### src/rtl/stopwatch_pkg.sv
// Shared types and default constants for the stopwatch controller.
package stopwatch_pkg;

   // Controller states; encodings fixed so the state register is always 2 bits.
   typedef enum logic [1:0] {
      IDLE  = 2'd0,
      RUN   = 2'd1,
      PAUSE = 2'd2,
      HOLD  = 2'd3
   } sw_state_t;

   localparam int DEF_DATA_WIDTH = 16;
   localparam int DEF_MAX        = 99;
   localparam int DEF_LAP_DEPTH  = 4;

   // Modulo increment: the value after max returns to zero.
   function automatic logic [31:0] wrap_inc(input logic [31:0] value, input logic [31:0] max);
      logic [31:0] result;
      if (value >= max) begin
         result = 32'd0;
      end else begin
         result = value + 32'd1;
      end
      return result;
   endfunction

endpackage

### src/rtl/stopwatch_ctrl_lap_fifo.sv
// Lap buffer: small FIFO with registered head/valid/level/overflow outputs,
// a sticky overflow flag and a flush that overrides any same-edge push or pop.
module lap_fifo
   import stopwatch_pkg::*;
#(
   parameter int DATA_WIDTH = DEF_DATA_WIDTH,
   parameter int LAP_DEPTH  = DEF_LAP_DEPTH
) (
   input  logic                           clk,
   input  logic                           reset,
   input  logic                           push,
   input  logic [DATA_WIDTH-1:0]          push_data,
   input  logic                           flush,
   input  logic                           lap_ready,
   output logic [DATA_WIDTH-1:0]          lap_data,
   output logic                           lap_valid,
   output logic [$clog2(LAP_DEPTH+1)-1:0] lap_level,
   output logic                           lap_overflow
);

   localparam int PTR_W = (LAP_DEPTH > 1) ? $clog2(LAP_DEPTH) : 1;
   localparam int LVL_W = $clog2(LAP_DEPTH + 1);

   logic [DATA_WIDTH-1:0] mem_r [LAP_DEPTH];
   logic [PTR_W-1:0]      rd_ptr_r, wr_ptr_r, rd_next_s, wr_next_s;
   logic [LVL_W-1:0]      level_r, level_next_s;
   logic                  valid_r, valid_next_s;
   logic                  ovf_r, ovf_next_s;
   logic [DATA_WIDTH-1:0] head_r, head_next_s;
   logic                  pop_s, full_s, wr_en_s;

   // Pointer advance with explicit wrap so non-power-of-two depths work.
   function automatic logic [PTR_W-1:0] ptr_inc(input logic [PTR_W-1:0] p);
      logic [PTR_W-1:0] r;
      if (p == PTR_W'(LAP_DEPTH - 1)) begin
         r = {PTR_W{1'b0}};
      end else begin
         r = p + PTR_W'(1'b1);
      end
      return r;
   endfunction

   // Next pointers, occupancy, overflow and the head value seen after this edge.
   always_comb begin
      pop_s        = valid_r && lap_ready;
      full_s       = (level_r == LVL_W'(LAP_DEPTH));
      wr_en_s      = 1'b0;
      rd_next_s    = rd_ptr_r;
      wr_next_s    = wr_ptr_r;
      level_next_s = level_r;
      ovf_next_s   = ovf_r;
      head_next_s  = {DATA_WIDTH{1'b0}};
      if (flush) begin
         rd_next_s    = {PTR_W{1'b0}};
         wr_next_s    = {PTR_W{1'b0}};
         level_next_s = {LVL_W{1'b0}};
         ovf_next_s   = 1'b0;
      end else begin
         // A full buffer still takes a push if the head leaves on the same edge.
         wr_en_s = push && (!full_s || pop_s);
         if (push && full_s && !pop_s) begin
            ovf_next_s = 1'b1;
         end else begin
            ovf_next_s = ovf_r;
         end
         if (pop_s) begin
            rd_next_s = ptr_inc(rd_ptr_r);
         end else begin
            rd_next_s = rd_ptr_r;
         end
         if (wr_en_s) begin
            wr_next_s = ptr_inc(wr_ptr_r);
         end else begin
            wr_next_s = wr_ptr_r;
         end
         case ({wr_en_s, pop_s})
            2'b10:   level_next_s = level_r + LVL_W'(1'b1);
            2'b01:   level_next_s = level_r - LVL_W'(1'b1);
            default: level_next_s = level_r;
         endcase
      end
      valid_next_s = (level_next_s != {LVL_W{1'b0}});
      // The new head is the slot being written when the buffer was empty
      // (or drained to exactly that slot), otherwise the stored entry.
      if (!valid_next_s) begin
         head_next_s = {DATA_WIDTH{1'b0}};
      end else if (wr_en_s && (rd_next_s == wr_ptr_r)) begin
         head_next_s = push_data;
      end else begin
         head_next_s = mem_r[rd_next_s];
      end
   end

   // Control and output registers.
   always_ff @(posedge clk or posedge reset) begin
      if (reset) begin
         rd_ptr_r <= {PTR_W{1'b0}};
         wr_ptr_r <= {PTR_W{1'b0}};
         level_r  <= {LVL_W{1'b0}};
         valid_r  <= 1'b0;
         ovf_r    <= 1'b0;
         head_r   <= {DATA_WIDTH{1'b0}};
      end else begin
         rd_ptr_r <= rd_next_s;
         wr_ptr_r <= wr_next_s;
         level_r  <= level_next_s;
         valid_r  <= valid_next_s;
         ovf_r    <= ovf_next_s;
         head_r   <= head_next_s;
      end
   end

   // Storage array; cleared on reset so no stale laps survive.
   always_ff @(posedge clk or posedge reset) begin
      if (reset) begin
         for (int i = 0; i < LAP_DEPTH; i++) begin
            mem_r[i] <= {DATA_WIDTH{1'b0}};
         end
      end else if (wr_en_s) begin
         mem_r[wr_ptr_r] <= push_data;
      end
   end

   assign lap_data     = head_r;
   assign lap_valid    = valid_r;
   assign lap_level    = level_r;
   assign lap_overflow = ovf_r;

endmodule

### src/rtl/stopwatch_ctrl.sv
// Stopwatch controller: start/stop/lap/clear FSM, wrapping counter,
// freeze-on-lap display and a lap buffer for downstream consumption.
module stopwatch_ctrl
   import stopwatch_pkg::*;
#(
   parameter int DATA_WIDTH = DEF_DATA_WIDTH,
   parameter int MAX        = DEF_MAX,
   parameter int LAP_DEPTH  = DEF_LAP_DEPTH
) (
   input  logic                           clk,
   input  logic                           reset,
   input  logic                           btn_ss,
   input  logic                           btn_lap,
   input  logic                           btn_clr,
   output logic [DATA_WIDTH-1:0]          count,
   output logic                           running,
   output logic                           frozen,
   output logic [DATA_WIDTH-1:0]          lap_data,
   output logic                           lap_valid,
   input  logic                           lap_ready,
   output logic [$clog2(LAP_DEPTH+1)-1:0] lap_level,
   output logic                           lap_overflow
);

   sw_state_t             state_r, state_next_s;
   logic [DATA_WIDTH-1:0] counter_r, counter_next_s;
   logic [DATA_WIDTH-1:0] hold_r, hold_next_s;
   logic [DATA_WIDTH-1:0] count_r, count_next_s;
   logic                  running_r, running_next_s;
   logic                  frozen_r, frozen_next_s;
   logic                  ss_s, lap_s, push_s, flush_s;

   // Next state, counter, hold register, lap push/flush and next outputs.
   always_comb begin
      // Priority: clear masks start/stop, start/stop masks lap.
      ss_s           = btn_ss && !btn_clr;
      lap_s          = btn_lap && !btn_clr && !btn_ss;
      state_next_s   = state_r;
      hold_next_s    = hold_r;
      counter_next_s = counter_r;
      push_s         = 1'b0;
      flush_s        = 1'b0;
      case (state_r)
         IDLE, PAUSE: begin
            if (btn_clr) begin
               state_next_s = IDLE;
               flush_s      = 1'b1;
            end else if (ss_s) begin
               state_next_s = RUN;
            end else begin
               state_next_s = state_r;
            end
         end
         RUN: begin
            if (btn_clr) begin
               state_next_s = RUN;
            end else if (ss_s) begin
               state_next_s = PAUSE;
            end else if (lap_s) begin
               state_next_s = HOLD;
               hold_next_s  = counter_r;
               push_s       = 1'b1;
            end else begin
               state_next_s = RUN;
            end
         end
         HOLD: begin
            if (btn_clr) begin
               state_next_s = HOLD;
            end else if (ss_s) begin
               state_next_s = PAUSE;
            end else if (lap_s) begin
               state_next_s = RUN;
            end else begin
               state_next_s = HOLD;
            end
         end
         default: begin
            state_next_s = IDLE;
         end
      endcase

      // The counter keeps ticking underneath a frozen display.
      if ((state_next_s == RUN) || (state_next_s == HOLD)) begin
         counter_next_s = DATA_WIDTH'(wrap_inc(32'(counter_r), 32'(MAX)));
      end else if (flush_s) begin
         counter_next_s = {DATA_WIDTH{1'b0}};
      end else begin
         counter_next_s = counter_r;
      end

      if (state_next_s == HOLD) begin
         count_next_s = hold_next_s;
      end else begin
         count_next_s = counter_next_s;
      end
      running_next_s = (state_next_s == RUN) || (state_next_s == HOLD);
      frozen_next_s  = (state_next_s == HOLD);
   end

   // State, counter, hold and registered display outputs.
   always_ff @(posedge clk or posedge reset) begin
      if (reset) begin
         state_r   <= IDLE;
         counter_r <= {DATA_WIDTH{1'b0}};
         hold_r    <= {DATA_WIDTH{1'b0}};
         count_r   <= {DATA_WIDTH{1'b0}};
         running_r <= 1'b0;
         frozen_r  <= 1'b0;
      end else begin
         state_r   <= state_next_s;
         counter_r <= counter_next_s;
         hold_r    <= hold_next_s;
         count_r   <= count_next_s;
         running_r <= running_next_s;
         frozen_r  <= frozen_next_s;
      end
   end

   assign count   = count_r;
   assign running = running_r;
   assign frozen  = frozen_r;

   lap_fifo #(
      .DATA_WIDTH (DATA_WIDTH),
      .LAP_DEPTH  (LAP_DEPTH)
   ) u_lap_fifo (
      .clk          (clk),
      .reset        (reset),
      .push         (push_s),
      .push_data    (counter_r),
      .flush        (flush_s),
      .lap_ready    (lap_ready),
      .lap_data     (lap_data),
      .lap_valid    (lap_valid),
      .lap_level    (lap_level),
      .lap_overflow (lap_overflow)
   );

endmodule

### config.mk
export PLATFORM = sky130hd
export DESIGN_NAME = stopwatch_ctrl
export DESIGN_NICKNAME = d
export VERILOG_FILES = /design/src/rtl/stopwatch_pkg.sv /design/src/rtl/stopwatch_ctrl_lap_fifo.sv /design/src/rtl/stopwatch_ctrl.sv
export SDC_FILE = /design/constraint.sdc
export NUM_CORES = 1
export LEC_CHECK = 0
export BUFFER_PORTS_ARGS = -buffer_cell sky130_fd_sc_hd__clkbuf_2
export CAP_MARGIN = 20
export CORE_ASPECT_RATIO = 0.75
export CORE_MARGIN = 5
export CORE_UTILIZATION = 55
export DETAILED_ROUTE_END_ITERATION = 10
export PLACE_DENSITY = 0.73
export SLEW_MARGIN = 15
export SYNTH_ARGS = -nofsm -noshare
export SYNTH_HDL_FRONTEND = slang
export SYNTH_SLANG_ARGS = --single-unit
### constraint.sdc
create_clock -name clk -period 12.5 [get_ports clk]
set_clock_uncertainty 0.1 [all_clocks]
set_input_delay 1.25 -clock clk [delete_from_list [all_inputs] [get_ports clk]]
set_output_delay 1.25 -clock clk [all_outputs]
set_load 0.02 [all_outputs]
==> impl_metrics.prom <==
# TYPE chip_impl_metric gauge
chip_impl_info{name="startpoint_kind_of_the_worst_setup_timing_path",value="input port"} 1
chip_impl_metric{name="grt_max_degree",unit=""} 91
chip_impl_info{name="post_synth_main_area_contributors",value="dfrtp_1 (57%), mux2_2 (16%), mux2i_1 (2.9%), nand2_1 (2.7%), a221o_1 (2.6%)"} 1
chip_impl_info{name="critical_path.cell_chain",value="clkbuf_2 -> nor2b_4 -> a21o_1 -> clkinv_2 -> xnor2_1 -> and3_2 -> a221o_1 -> a21oi_1"} 1
chip_impl_metric{name="drcViolationCount",unit=""} 0
chip_impl_metric{name="p_per_area",unit="nW/um2"} 225
chip_impl_metric{name="timing.critical_path.fanout_max",unit=""} 33
chip_impl_info{name="hold_removal_path_class",value="reg2reg"} 1
chip_impl_metric{name="ctsHtreeMaxLevel",unit=""} 4
chip_impl_metric{name="hold_viol_final",unit=""} 0
chip_impl_metric{name="port_buffers",unit=""} 44
chip_impl_metric{name="start_util",unit="%"} 56.4
chip_impl_metric{name="drv_cap",unit=""} 0
chip_impl_metric{name="dpl.hpwl",unit="um"} 7990
chip_impl_metric{name="grt_overflow_total",unit=""} 0
chip_impl_metric{name="place_congestion",unit=""} 0.760
chip_impl_metric{name="power_switching_share",unit="%"} 33.7
chip_impl_metric{name="required_time_of_the_critical_path",unit="ps"} 12640
chip_impl_metric{name="timing.reg2reg.setup_slack",unit="ps"} 8710
chip_impl_metric{name="cts.clk_slew.worst_paths",unit="ps"} 60
chip_impl_info{name="critical_path_class",value="in2reg"} 1
chip_impl_metric{name="number_of_global_route_vias_before_repair",unit=""} 4106
chip_impl_info{name="synth_largest_area_cell",value="dfrtp_1"} 1
chip_impl_metric{name="synth.cell_area",unit="um2"} 6170
chip_impl_metric{name="power_leakage",unit="nW"} 3.53
chip_impl_metric{name="post-place-cells",unit=""} 633
chip_impl_metric{name="synth.ff_latch_count",unit=""} 140
chip_impl_metric{name="power.share.clock",unit="%"} 35.9
chip_impl_metric{name="vias",unit=""} 3905
chip_impl_metric{name="postSynthNetCount",unit=""} 488
chip_impl_metric{name="asyncSetResetFlopFracSynth",unit="%"} 100
chip_impl_info{name="hold_end",value="hold_r[2]"} 1
chip_impl_metric{name="post_layout_nonfiller_instances",unit=""} 664
chip_impl_metric{name="die_h",unit="um"} 102
chip_impl_metric{name="critical_path_max_stage_delay",unit="ps"} 750
chip_impl_metric{name="worst-r2r-cell-count",unit=""} 8
chip_impl_metric{name="combPwrFrac",unit="%"} 28.4
chip_impl_metric{name="worst_hold_path.num_cells",unit=""} 1
chip_impl_metric{name="routedWlPerCell",unit="um"} 19.8
chip_impl_info{name="synthFlopType",value="dfrtp_1"} 1
chip_impl_metric{name="via_per_inst",unit=""} 5.88
chip_impl_metric{name="postSynthCellCount",unit=""} 475
chip_impl_metric{name="netSwitchingPower",unit="W"} 0.000538
chip_impl_metric{name="synth.yosys.seq_area_share",unit="%"} 56.8
chip_impl_metric{name="synth.yosys.warnings",unit=""} 0
chip_impl_metric{name="antenna_left",unit=""} 0
chip_impl_metric{name="detail_route.iter0.violations",unit=""} 247
chip_impl_info{name="min_from",value="hold_r[2]"} 1
chip_impl_metric{name="routed_wirelength",unit="um"} 13100
chip_impl_metric{name="number_of_flops_mapped_to_enable_cells_by_yosys",unit=""} 0
chip_impl_metric{name="tightest_slew",unit="ps"} 1050
chip_impl_metric{name="nNetsFinal",unit=""} 525
chip_impl_metric{name="grt_use_total",unit="%"} 21.1
chip_impl_metric{name="finalCritPeriodShare",unit="%"} 33.7
chip_impl_info{name="setup.worst_path.end_class",value="flop"} 1
chip_impl_info{name="layout.cells.most_common",value="dfrtp_1"} 1
chip_impl_metric{name="drive_gt1_share",unit="%"} 38.4
chip_impl_metric{name="drtPass1Iterations",unit=""} 4
chip_impl_metric{name="grt_first_pass_wirelength",unit="um"} 21900
chip_impl_info{name="worst_path_dominant_cell_family",value="buffers and inverters"} 1
chip_impl_info{name="clock-root-buffer",value="clkbuf_16"} 1
chip_impl_info{name="outcome",value="complete, no violations"} 1
chip_impl_info{name="rsz0062_at_grt",value="no"} 1
chip_impl_metric{name="worst_hold_slack",unit="ps"} 392
chip_impl_metric{name="cts_repair_resize_count",unit=""} 0
chip_impl_metric{name="post_route_setup_tns",unit="ps"} 0
chip_impl_metric{name="synthDistinctLibCells",unit=""} 52
chip_impl_metric{name="die_area",unit="um2"} 13500
chip_impl_metric{name="post-synth-top-area-fraction",unit="%"} 56.8
chip_impl_metric{name="num_io_pins",unit=""} 45
chip_impl_metric{name="cts-buffers-inserted",unit=""} 17
chip_impl_metric{name="cp_data_arrival_time",unit="ps"} 4360
chip_impl_metric{name="max_freq",unit="GHz"} 0.237
chip_impl_metric{name="number_of_rows_in_the_core_area",unit=""} 33
chip_impl_metric{name="crit_buf_inv",unit=""} 2
chip_impl_metric{name="antenna_cells",unit=""} 0
chip_impl_metric{name="clk_path_buf_depth",unit=""} 2
chip_impl_metric{name="setup_viol_count_final",unit=""} 0
chip_impl_metric{name="power.sequential.fraction",unit="%"} 35.6
chip_impl_metric{name="finalPower",unit="W"} 0.00160
chip_impl_metric{name="intPower",unit="W"} 0.00106
chip_impl_metric{name="max-vdd-ir-drop",unit="mV"} 0.157
chip_impl_metric{name="core_region_area",unit="um2"} 10900
chip_impl_info{name="worstReg2RegStart",value="u_lap_fifo.rd_ptr_r[0]"} 1
chip_impl_metric{name="cts.sinks",unit=""} 140
chip_impl_info{name="r2r_end",value="u_lap_fifo.lap_data[1]"} 1
chip_impl_metric{name="hold_buffers",unit=""} 0
chip_impl_metric{name="die_w",unit="um"} 132
chip_impl_metric{name="avgSynthCellArea",unit="um2"} 13.0
chip_impl_info{name="cts_tree",value="built"} 1
chip_impl_metric{name="antenna_found_initial",unit=""} 0
chip_impl_metric{name="slew_headroom",unit="%"} 29.6
chip_impl_metric{name="areaGrowthSynthToFinish",unit="%"} 15.0
chip_impl_metric{name="slew_violations",unit=""} 0
chip_impl_info{name="final_cell_mix",value="dfrtp_1 (140), mux2_2 (87), nand2_1 (45)"} 1
chip_impl_metric{name="period_minus_slack",unit="ps"} 4220
chip_impl_metric{name="post-cts-setup-buffer-count",unit=""} 0
chip_impl_metric{name="clock_insertion_delay_worst_skew",unit="ps"} 420
chip_impl_info{name="slowest_stage",value="clkinv_2"} 1
==> how the worst max path moves through the flow <==
stage            start                endpoint  slack [ps]  cells after the start
6_report       btn_clr  u_lap_fifo.lap_data[1]        8280                      8
5_1_grt        btn_clr  u_lap_fifo.lap_data[1]        8120                      8
4_1_cts        btn_clr  u_lap_fifo.lap_data[1]        8000                      8
3_5_place_dp   btn_clr  u_lap_fifo.lap_data[1]        7560                      8
3_3_place_gp   btn_clr  u_lap_fifo.lap_data[6]        7810                      8
2_1_floorplan    reset                count[0]        7400                      1
==> cell usage after synthesis (all sizes together) (2+ instances only) <==
cell type  instances
a211oi             2
a21o               5
a21oi             38
a221o             16
a31o               9
a31oi              2
and2               3
and3              11
buf               17
clkbuf            11
dfrtp            140
ha                 6
inv               11
mux2              87
mux2i             18
nand2             50
nand2b             3
nand3              3
nor2               5
nor2b              2
nor3               6
nor3b              4
o21a               2
o21ai              5
o31ai              2
or4                2
xnor2              2
==> sequential cells by signal (all words and copies together), names as in the netlist <==
| signal | flops |
|---|---|
| count | 16 |
| counter_r | 16 |
| frozen | 1 |
| hold_r | 16 |
| state_r | 2 |
| u_lap_fifo.lap_data | 16 |
| u_lap_fifo.lap_level | 3 |
| u_lap_fifo.lap_overflow | 1 |
| u_lap_fifo.lap_valid | 1 |
| u_lap_fifo.mem_r | 64 |
| u_lap_fifo.rd_ptr_r | 2 |
| u_lap_fifo.wr_ptr_r | 2 |
==> area by class of cell <==
class                      count  area, um2
tap                          140        175
clock inverter                13        238
clock buffer                  18        439
sequential                   140       3500
timing repair buffer          46        239
inverter                      12       51.3
multi-input combinational    295       2450
fill                         805       3850
==> metal layers <==
metal | track usage (%) | wire length [um] | vias up | share of wire [%]
li1 | - | - | 1786 | -
met1 | 29.0 | 5990 | 2007 | 46
met2 | 32.5 | 6130 | 99 | 47
met3 | 6.70 | 853 | 13 | 6.5
met4 | 6.81 | 169 | 0 | 1.3
met5 | 0 | 0 | - | 0
==> logic make-up after synthesis <==
group / count (synthesis) / share of synthesized area [%]
DFF: 140 / 56.8
muxes: 105 / 18.8
and+or+nand+nor: 94 / 8.31
AOI/OAI and AO/OA: 86 / 10.5
buffers and inverters: 40 / 3.57
adders and majority gates: 7 / 1.54
xor gates and xnor gates: 3 / 0.547
==> per-stage QoR <==
| stage | worst slack (ps) | util, % | area, um2 |
|---|---|---|---|
| CTS | 8000 | 64.8 | 7090 |
| finish | 8280 | 64.8 | 7100 |
| detailed placement | 7560 | 58.6 | 6410 |
| global placement | 7810 | 58.6 | 6410 |
| floorplan | 7400 | - | 6170 |
| global route | 8120 | 64.8 | 7100 |
==> worst register-to-register path: stages (launching register included) <==
cell,delay (ps)
dfrtp_1,400
ha_1,300
nand3_1,110
a21o_1,610
clkinv_2,760
xnor2_1,390
and3_2,650
a221o_1,220
a21oi_1,80
==> power groups by stage <==
| stage | clock [W] | sequential (W) | combinational [W] |
|---|---|---|---|
| final | 0.000575 | 0.000570 | 0.000455 |
| after global routing | 0.000602 | 0.000580 | 0.000497 |
| after CTS | 0.000582 | 0.000571 | 0.000456 |
| after detailed placement | 0 | 0.000578 | 0.000453 |
| after global placement | 0 | 0.000575 | 0.000439 |
| after floorplan | 0 | 0.000602 | 0.000316 |
Power figures use the tool's default switching activity.
